$ cat src/rtl/fpu_wb_buffer.sv
// Writeback FIFO between the FPU and the register file, with sticky fflags accumulation.
// Define FPU_WB_BYPASS_EN to let a result reach writeback in the same cycle when the FIFO is empty.
module fpu_wb_buffer #(
  parameter int unsigned DEPTH = 4
) (
  input  logic                     clk_i,
  input  logic                     rst_ni,
  input  logic [63:0]              fpu_result_i,
  input  logic [4:0]               fpu_status_i,
  input  logic                     fpu_tag_i,
  input  logic                     fpu_valid_i,
  output logic                     fpu_ready_o,
  input  logic                     flush_i,
  output logic [63:0]              wb_result_o,
  output logic [4:0]               wb_status_o,
  output logic                     wb_tag_o,
  output logic                     wb_valid_o,
  input  logic                     wb_ready_i,
  output logic [4:0]               fflags_o,
  input  logic                     fflags_clr_i,
  output logic [$clog2(DEPTH):0]   count_o
);

  localparam int unsigned AW = $clog2(DEPTH);
  localparam int unsigned CW = AW + 1;

  typedef struct packed {
    logic [63:0] result;
    logic [4:0]  status;
    logic        tag;
  } entry_t;

  entry_t          mem_q [DEPTH];
  logic [AW-1:0]   wr_ptr_q, rd_ptr_q;
  logic [CW-1:0]   count_q;
  logic [4:0]      fflags_q;

  entry_t          in_entry, head_entry, out_entry;
  logic            empty, full;
  logic            bypass, push, pop;
  logic [4:0]      retired_status;

  assign in_entry   = '{result: fpu_result_i, status: fpu_status_i, tag: fpu_tag_i};
  assign head_entry = mem_q[rd_ptr_q];
  assign empty      = (count_q == '0);
  assign full       = (count_q == CW'(DEPTH));

  // Ready depends only on the registered occupancy, so the FPU never sees wb_ready_i.
  assign fpu_ready_o = !full;

`ifdef FPU_WB_BYPASS_EN
  // rst_ni gates the bypass so wb_valid_o holds its reset value while reset is asserted.
  assign bypass = rst_ni && empty && fpu_valid_i && wb_ready_i && !flush_i;
`else
  assign bypass = 1'b0;
`endif

  assign push = fpu_valid_i && fpu_ready_o && !flush_i && !bypass;
  assign pop  = !empty && wb_ready_i && !flush_i;

  // NOTE: every signal driven from always_comb gets a default first, otherwise a latch is inferred.
  always_comb begin
    out_entry      = head_entry;
    retired_status = '0;
    if (bypass) begin
      out_entry      = in_entry;
      retired_status = fpu_status_i;
    end else if (pop) begin
      retired_status = head_entry.status;
    end
  end

  assign wb_result_o = out_entry.result;
  assign wb_status_o = out_entry.status;
  assign wb_tag_o    = out_entry.tag;
  assign wb_valid_o  = !empty || bypass;
  assign fflags_o    = fflags_q;
  assign count_o     = count_q;

  // NOTE: state registers use non-blocking assignments so all flops sample the pre-edge values.
  always_ff @(posedge clk_i or negedge rst_ni) begin
    if (!rst_ni) begin
      wr_ptr_q <= '0;
      rd_ptr_q <= '0;
      count_q  <= '0;
    end else if (flush_i) begin
      wr_ptr_q <= '0;
      rd_ptr_q <= '0;
      count_q  <= '0;
    end else begin
      if (push) wr_ptr_q <= wr_ptr_q + AW'(1);
      if (pop)  rd_ptr_q <= rd_ptr_q + AW'(1);
      if (push && !pop)      count_q <= count_q + CW'(1);
      else if (pop && !push) count_q <= count_q - CW'(1);
    end
  end

  // Clear takes priority over the old value but not over the status retiring this cycle.
  always_ff @(posedge clk_i or negedge rst_ni) begin
    if (!rst_ni) begin
      fflags_q <= '0;
    end else if (fflags_clr_i) begin
      fflags_q <= retired_status;
    end else begin
      fflags_q <= fflags_q | retired_status;
    end
  end

  // NOTE: payload storage is deliberately not reset; valid state lives in count/pointers only.
  always_ff @(posedge clk_i) begin
    if (push) mem_q[wr_ptr_q] <= in_entry;
  end

  a_count_bound: assert property (@(posedge clk_i) disable iff (!rst_ni) count_q <= CW'(DEPTH));
  a_no_push_full: assert property (@(posedge clk_i) disable iff (!rst_ni) !(push && full));
  a_no_pop_empty: assert property (@(posedge clk_i) disable iff (!rst_ni) !(pop && empty));

endmodule
$ cat config.mk
export PLATFORM = sky130hd
export DESIGN_NAME = fpu_wb_buffer
export DESIGN_NICKNAME = d
export VERILOG_FILES = /design/src/rtl/fpu_wb_buffer.sv
export SDC_FILE = /design/constraint.sdc
export NUM_CORES = 1
export LEC_CHECK = 0
export ABC_AREA = 1
export CORE_MARGIN = 8
export CORE_UTILIZATION = 40
export CTS_CLUSTER_DIAMETER = 80
export CTS_CLUSTER_SIZE = 10
export DETAILED_ROUTE_END_ITERATION = 10
export SETUP_SLACK_MARGIN = 0.4
export SLEW_MARGIN = 20
export SYNTH_ARGS = -nofsm -noshare
export SYNTH_HDL_FRONTEND = slang
export SYNTH_SLANG_ARGS = --single-unit
$ cat constraint.sdc
create_clock -name clk_i -period 5.83 [get_ports clk_i]
set_input_delay 0.8745 -clock clk_i [delete_from_list [all_inputs] [get_ports clk_i]]
set_output_delay 0.8745 -clock clk_i [all_outputs]
set_load 0.01 [all_outputs]
; ---- Word-level counts from Yosys, hierarchy flattened
; Memory sizes are Yosys's and may differ from the RTL's.
; Index checks and enable logic that the tools add are counted.
[word_totals]
ramBits = 280
output_inout_bits = 80
n_memories = 1
ff_bits = 12
wordCells = 37
[classes]
bitwise_logic = 1
addsub = 4
n_eq_ne = 1
mux = 11
n_reduce_logical = 15
[mem_list]
columns = name, words, width, rd, rd_clocked_by_memory_dff, write_ports, line_no
row1 = mem_q, 4, 70, 1, 0, 1, 33  ; entry_t mem_q [DEPTH];
[ops]
columns = operator, n
row1 = 2-to-1 mux 5 bit, 2
row2 = 2-to-1 mux 3 bit, 3
row3 = 2-to-1 mux 2 bit, 4
row4 = logical AND 1 bit, 6
row5 = logical NOT 1 bit, 5
row6 = OR 5 bit, 1
row7 = "adder 2 x 1 -> 2 bit, second input constant", 2
row8 = nonzero test 2 bit, 2
row9 = "adder 3 x 1 -> 3 bit, second input constant", 1
row10 = "equality test 3 bit, second input constant", 1
row11 = logical NOT 3 bit, 1
row12 = nonzero test 3 bit, 1
row13 = "subtractor 3 x 1 -> 3 bit, second input constant", 1
row14 = 2-to-1 mux 1 bit, 2

; ---- Longest topological paths before layout
[depth]
ltp_word = 9
depth_mapped = 12
depth_no_buf = 12

; ---- Worst setup path before layout
; OpenSTA, ideal clock, no wires.
[synth_path]
path_type = input to register
startpoint = in flush_i
endpoint = mem mem_q[0][0] (netlist name), enable pin
setup_ns = 0.499
t_arrival_ns = 4.079
path_slack_ns = 1.252
cell_stages = 3
n_path_buf = 0
required_ns = 5.331
path_cell_list = inv_1 nand3_2 nor2_1
[synth_via]
elab_chain_len = 4
[synth_lines]
columns = element, line_no
row1 = "start, declared", 13  ; input logic flush_i,
row2 = logical NOT 1 bit, 58  ; assign push = fpu_valid_i && fpu_ready_o && !flush_i && !bypass;
row3 = logical AND 1 bit, 58
row4 = 2-to-1 mux 1 bit, 111  ; if (push) mem_q[wr_ptr_q] <= in_entry;
row5 = 2-to-1 mux 1 bit (implied by the code), 111
row6 = "end, declared", 33
; No other way between the ends.

; ---- Worst setup path after layout
[layout_path]
startpoint = reg rd_ptr_q[0]
endpoint = out wb_result_o[7]
[layout_via]
elab_chain_len = 1
[layout_lines]
columns = element, line_no
row1 = "start, declared", 34  ; logic [AW-1:0] wr_ptr_q, rd_ptr_q;
row2 = "start signal, assigned", 92  ; if (pop) rd_ptr_q <= rd_ptr_q + AW'(1);
row3 = memory (4 x 70 bit), -
row4 = "end, declared", 14  ; output logic [63:0] wb_result_o,
; No other way between the ends.

==> Implementation_results.wiki <==
{| class="wikitable"
! Metric !! Value
|-
| Met3 track demand over resource in global routing || 3.08%
|-
| WL final || 25,000 µm
|-
| Top flip-flop cell by instance count after synthesis || sky130_fd_sc_hd__edfxtp_1
|-
| Routability congestion estimate || 0.722
|-
| Clock period minus worst slack || 4290 ps
|-
| Register area || 8710 µm²
|-
| Global route overflow || 0
|-
| Hold Crit Depth || 2
|-
| Post-route DRC violation count || 0
|-
| Share of cells above drive strength 1 || 12.6%
|-
| Net switching fraction of the power || 27.8%
|-
| Number of inserted diodes || 0
|-
| Number of gates given a new drive strength after cts || 0
|-
| Post-synthesis average cell area || 15.0 µm²
|-
| Core area || 28,400 µm²
|-
| Internal power of the cells || 4.26 mW
|-
| Layer with the highest usage || met2
|-
| Num Clock Sinks || 292
|-
| Number of antenna violations at the first check in global routing || 0
|-
| Post-CTS repair timing setup buffer count || 0
|-
| Number of H-tree levels || 2
|-
| Number of vias after detailed routing || 6,624
|-
| Met2 layer usage reported by global route || 24.6%
|-
| Combinational fraction of design power || 24.0%
|-
| Cell Area, Synth || 11,400 µm²
|-
| Tightest Hold Check Type || register to register
|-
| Launch point of the worst hold path || fflags_o[4]
|-
| Launch point of the worst reg-to-reg path || rd_ptr_q[0]
|-
| Type of the worst setup path || register to output port
|-
| Share of the clock period used by the worst path || 73.5%
|-
| Die Area || 34,200 µm²
|-
| Most frequent cells after synthesis || sky130_fd_sc_hd__edfxtp_1, sky130_fd_sc_hd__nor2_1, sky130_fd_sc_hd__o21ai_0, sky130_fd_sc_hd__o22ai_1, sky130_fd_sc_hd__o21ai_1
|-
| Switching power of the nets || 1.64 mW
|-
| Clock latency of the later-clocked register in the worst-skew pair || 490 ps
|-
| Peak supply drop || 0.237 mV
|-
| Number of primary I/O pins || 156
|-
| Setup repair after global routing missed its margin || no
|-
| Multi-input gate area in the final layout || 2350 µm²
|-
| Fill cell instance count of the final layout || 2,430
|-
| Total count of hold-check failures in the final report || 0
|-
| Accumulated negative setup slack || 0 ps
|-
| Max-slew violation count || 0
|-
| Maximum clock skew at final layout || 13.7 ps
|-
| Synth area leaders || sky130_fd_sc_hd__edfxtp_1, sky130_fd_sc_hd__o21ai_0, sky130_fd_sc_hd__nor2_1
|-
| Vias in the first global route || 6,605
|-
| Gate Count Post-Synth || 760
|-
| Leakage component of the power || 4.69 nW
|-
| Cell variety after synth || 30
|-
| Worst Reg-to-Reg Cells || 6
|-
| Post-DR vias/cell || 4.99
|-
| TritonCTS clock tree || yes
|-
| First DRT Iteration DRCs || 395
|-
| Sequential group share of total power || 42.8%
|-
| Fraction of registers with async set/reset || 4.11%
|-
| Wire length per cell after detailed routing || 18.8 µm
|-
| Root Buffer || sky130_fd_sc_hd__clkbuf_16
|-
| Number of synthesized register bits || 292
|-
| Syn nets || 841
|-
| Final nets || 999
|-
| Fraction of met1 tracks used by global routing || 18.9%
|-
| Max Clk Rate || 233 MHz
|-
| Number of setup violations in the final report || 0
|-
| Number of iterations in the first detailed-routing pass || 4
|-
| Die extent in x || 185 µm
|-
| Initial cell density of the core || 40.2%
|-
| Required time of the worst setup path || 4960 ps
|-
| Worst EP arrival || 3410 ps
|-
| Synth-to-layout area growth || 25.4%
|-
| Area share of the largest cell type after synthesis || 73.6%
|-
| DIE HEIGHT || 185 µm
|-
| Sort of element at the start of the critical path || register
|-
| Design area || 14,300 µm²
|-
| Startpoint of the most critical setup path || rd_ptr_q[0]
|-
| Largest buffer count on any clock path || 3
|-
| Final HPWL from detailed placement || 14,200 µm
|-
| Slew at the pin closest to its max-slew limit || 899 ps
|-
| Routed Antenna Nets || 0
|-
| Quantity of I/O buffers inserted on ports || 155
|-
| Warnings from Yosys || 0
|-
| Seq/Total Area, Yosys || 76.3%
|-
| Overall track demand over capacity in global routing || 14.6%
|-
| Post-place instance area || 13,300 µm²
|-
| Total power divided by cell area || 411 nW/µm²
|-
| First-pass GRT wire length || 38,600 µm
|-
| Cell type with the largest total area after synthesis || sky130_fd_sc_hd__edfxtp_1
|-
| Critical path capture point type || output port
|-
| Max-slew headroom at the worst pin || 40.0%
|-
| Run status || completed
|-
| Crit-path max FO || 76
|-
| Most common cell in the netlist || sky130_fd_sc_hd__edfxtp_1
|-
| Post-synth EDFFs || 280
|-
| Portion of total power attributed to the clock network || 33.2%
|-
| Total CTS buffers || 35
|-
| Largest net degree at the start of global routing || 77
|-
| Clock slew at reported path FFs || 60 ps
|-
| # hold bufs at CTS || 0
|-
| Post-Route Hold Slack || 514 ps
|-
| Number of violations of the max-capacitance limit || 0
|-
| Number of standard-cell rows in the floorplan || 62
|}
-- area by class of cell --
type | count | area share, %
Clock buffer | 62 | 7.12
Clock inverter | 1 | 0.0611
Inverter | 19 | 0.533
Multi-Input combinational cell | 405 | 16.4
Sequential cell | 292 | 60.8
Tap cell | 384 | 3.35
Timing Repair Buffer | 165 | 11.7
-- registers in the layout, summed over array words and instances (netlist names) --
| name | cells |
|---|---|
| count_o | 3 |
| fflags_o | 5 |
| mem_q | 280 |
| rd_ptr_q | 2 |
| wr_ptr_q | 2 |
-- stage by stage --
stage / utilization (%) / cells / total power, mW / worst slack, ps
global placement: 46.8 / 1265 / 4.00 / 2120
detailed placement: 46.8 / 1265 / 4.01 / 2070
floorplan: - / 760 / 3.34 / 1250
global route: 50.4 / 1328 / 6.18 / 1380
CTS: 50.4 / 1328 / 5.99 / 1520
finish: 50.4 / 1328 / 5.89 / 1540
-- cells in the final DEF, fill, tap and decap left out, types with 9 or more instances in the layout --
cell                              netlist  routed
sky130_fd_sc_hd__o21ai_2                9       9
sky130_fd_sc_hd__inv_1                 16      16
sky130_fd_sc_hd__clkbuf_1              17      25
sky130_fd_sc_hd__nor2_4                20      24
sky130_fd_sc_hd__dfrtp_1               12      10
sky130_fd_sc_hd__clkdlybuf4s50_1        0     155
sky130_fd_sc_hd__nor2_1               122     118
sky130_fd_sc_hd__o22ai_2               25      25
sky130_fd_sc_hd__clkbuf_16              0      37
sky130_fd_sc_hd__edfxtp_1             280     280
sky130_fd_sc_hd__o21ai_0              108     108
sky130_fd_sc_hd__o21ai_1               32      32
sky130_fd_sc_hd__nand2_1               23      23
sky130_fd_sc_hd__o22ai_1               45      45
-- routing by layer --
| metal | up-vias | share of wire [%] |
|---|---|---|
| met3 | 36 | 5.4 |
| li1 | 3164 | - |
| met4 | 0 | 1.8 |
| met1 | 3260 | 44 |
| met2 | 164 | 49 |
| met5 | - | 0 |
-- kinds of logic after synthesis --
group,synth area share [%]
compound gates,12.3
fa+ha+maj,0.614
simple gates,7.29
buf+inv,3.43
flops,76.3
xor+xnor,0.0767
-- worst max-delay path, stage by stage (launching register included) --
cell                              delay, ps
sky130_fd_sc_hd__dfrtp_4                720
sky130_fd_sc_hd__inv_6                  690
sky130_fd_sc_hd__buf_12                 430
sky130_fd_sc_hd__o21ai_0                140
sky130_fd_sc_hd__o22ai_1                250
sky130_fd_sc_hd__clkdlybuf4s50_1        600
-- path summary, 6_finish.rpt --
kind	endpoint	slack [ps]
min in group asynchronous	fflags_o[3]	770
max	wb_result_o[7]	1540
min reg2reg	fflags_o[4]	510
max in group asynchronous	rd_ptr_q[0]	4590
max reg2reg	fflags_o[1]	3350
min	fflags_o[4]	510
-- power groups by stage --
stage | Sequential, mW | Combinational [mW] | Clock [mW]
after floorplan | 2.54 | 0.809 | 0
after global placement | 2.56 | 1.44 | 0
after detailed placement | 2.57 | 1.44 | 0
after CTS | 2.52 | 1.45 | 2.01
after global routing | 2.53 | 1.55 | 2.09
final | 2.52 | 1.41 | 1.96
Note: power is estimated with default switching activity, not from simulation.
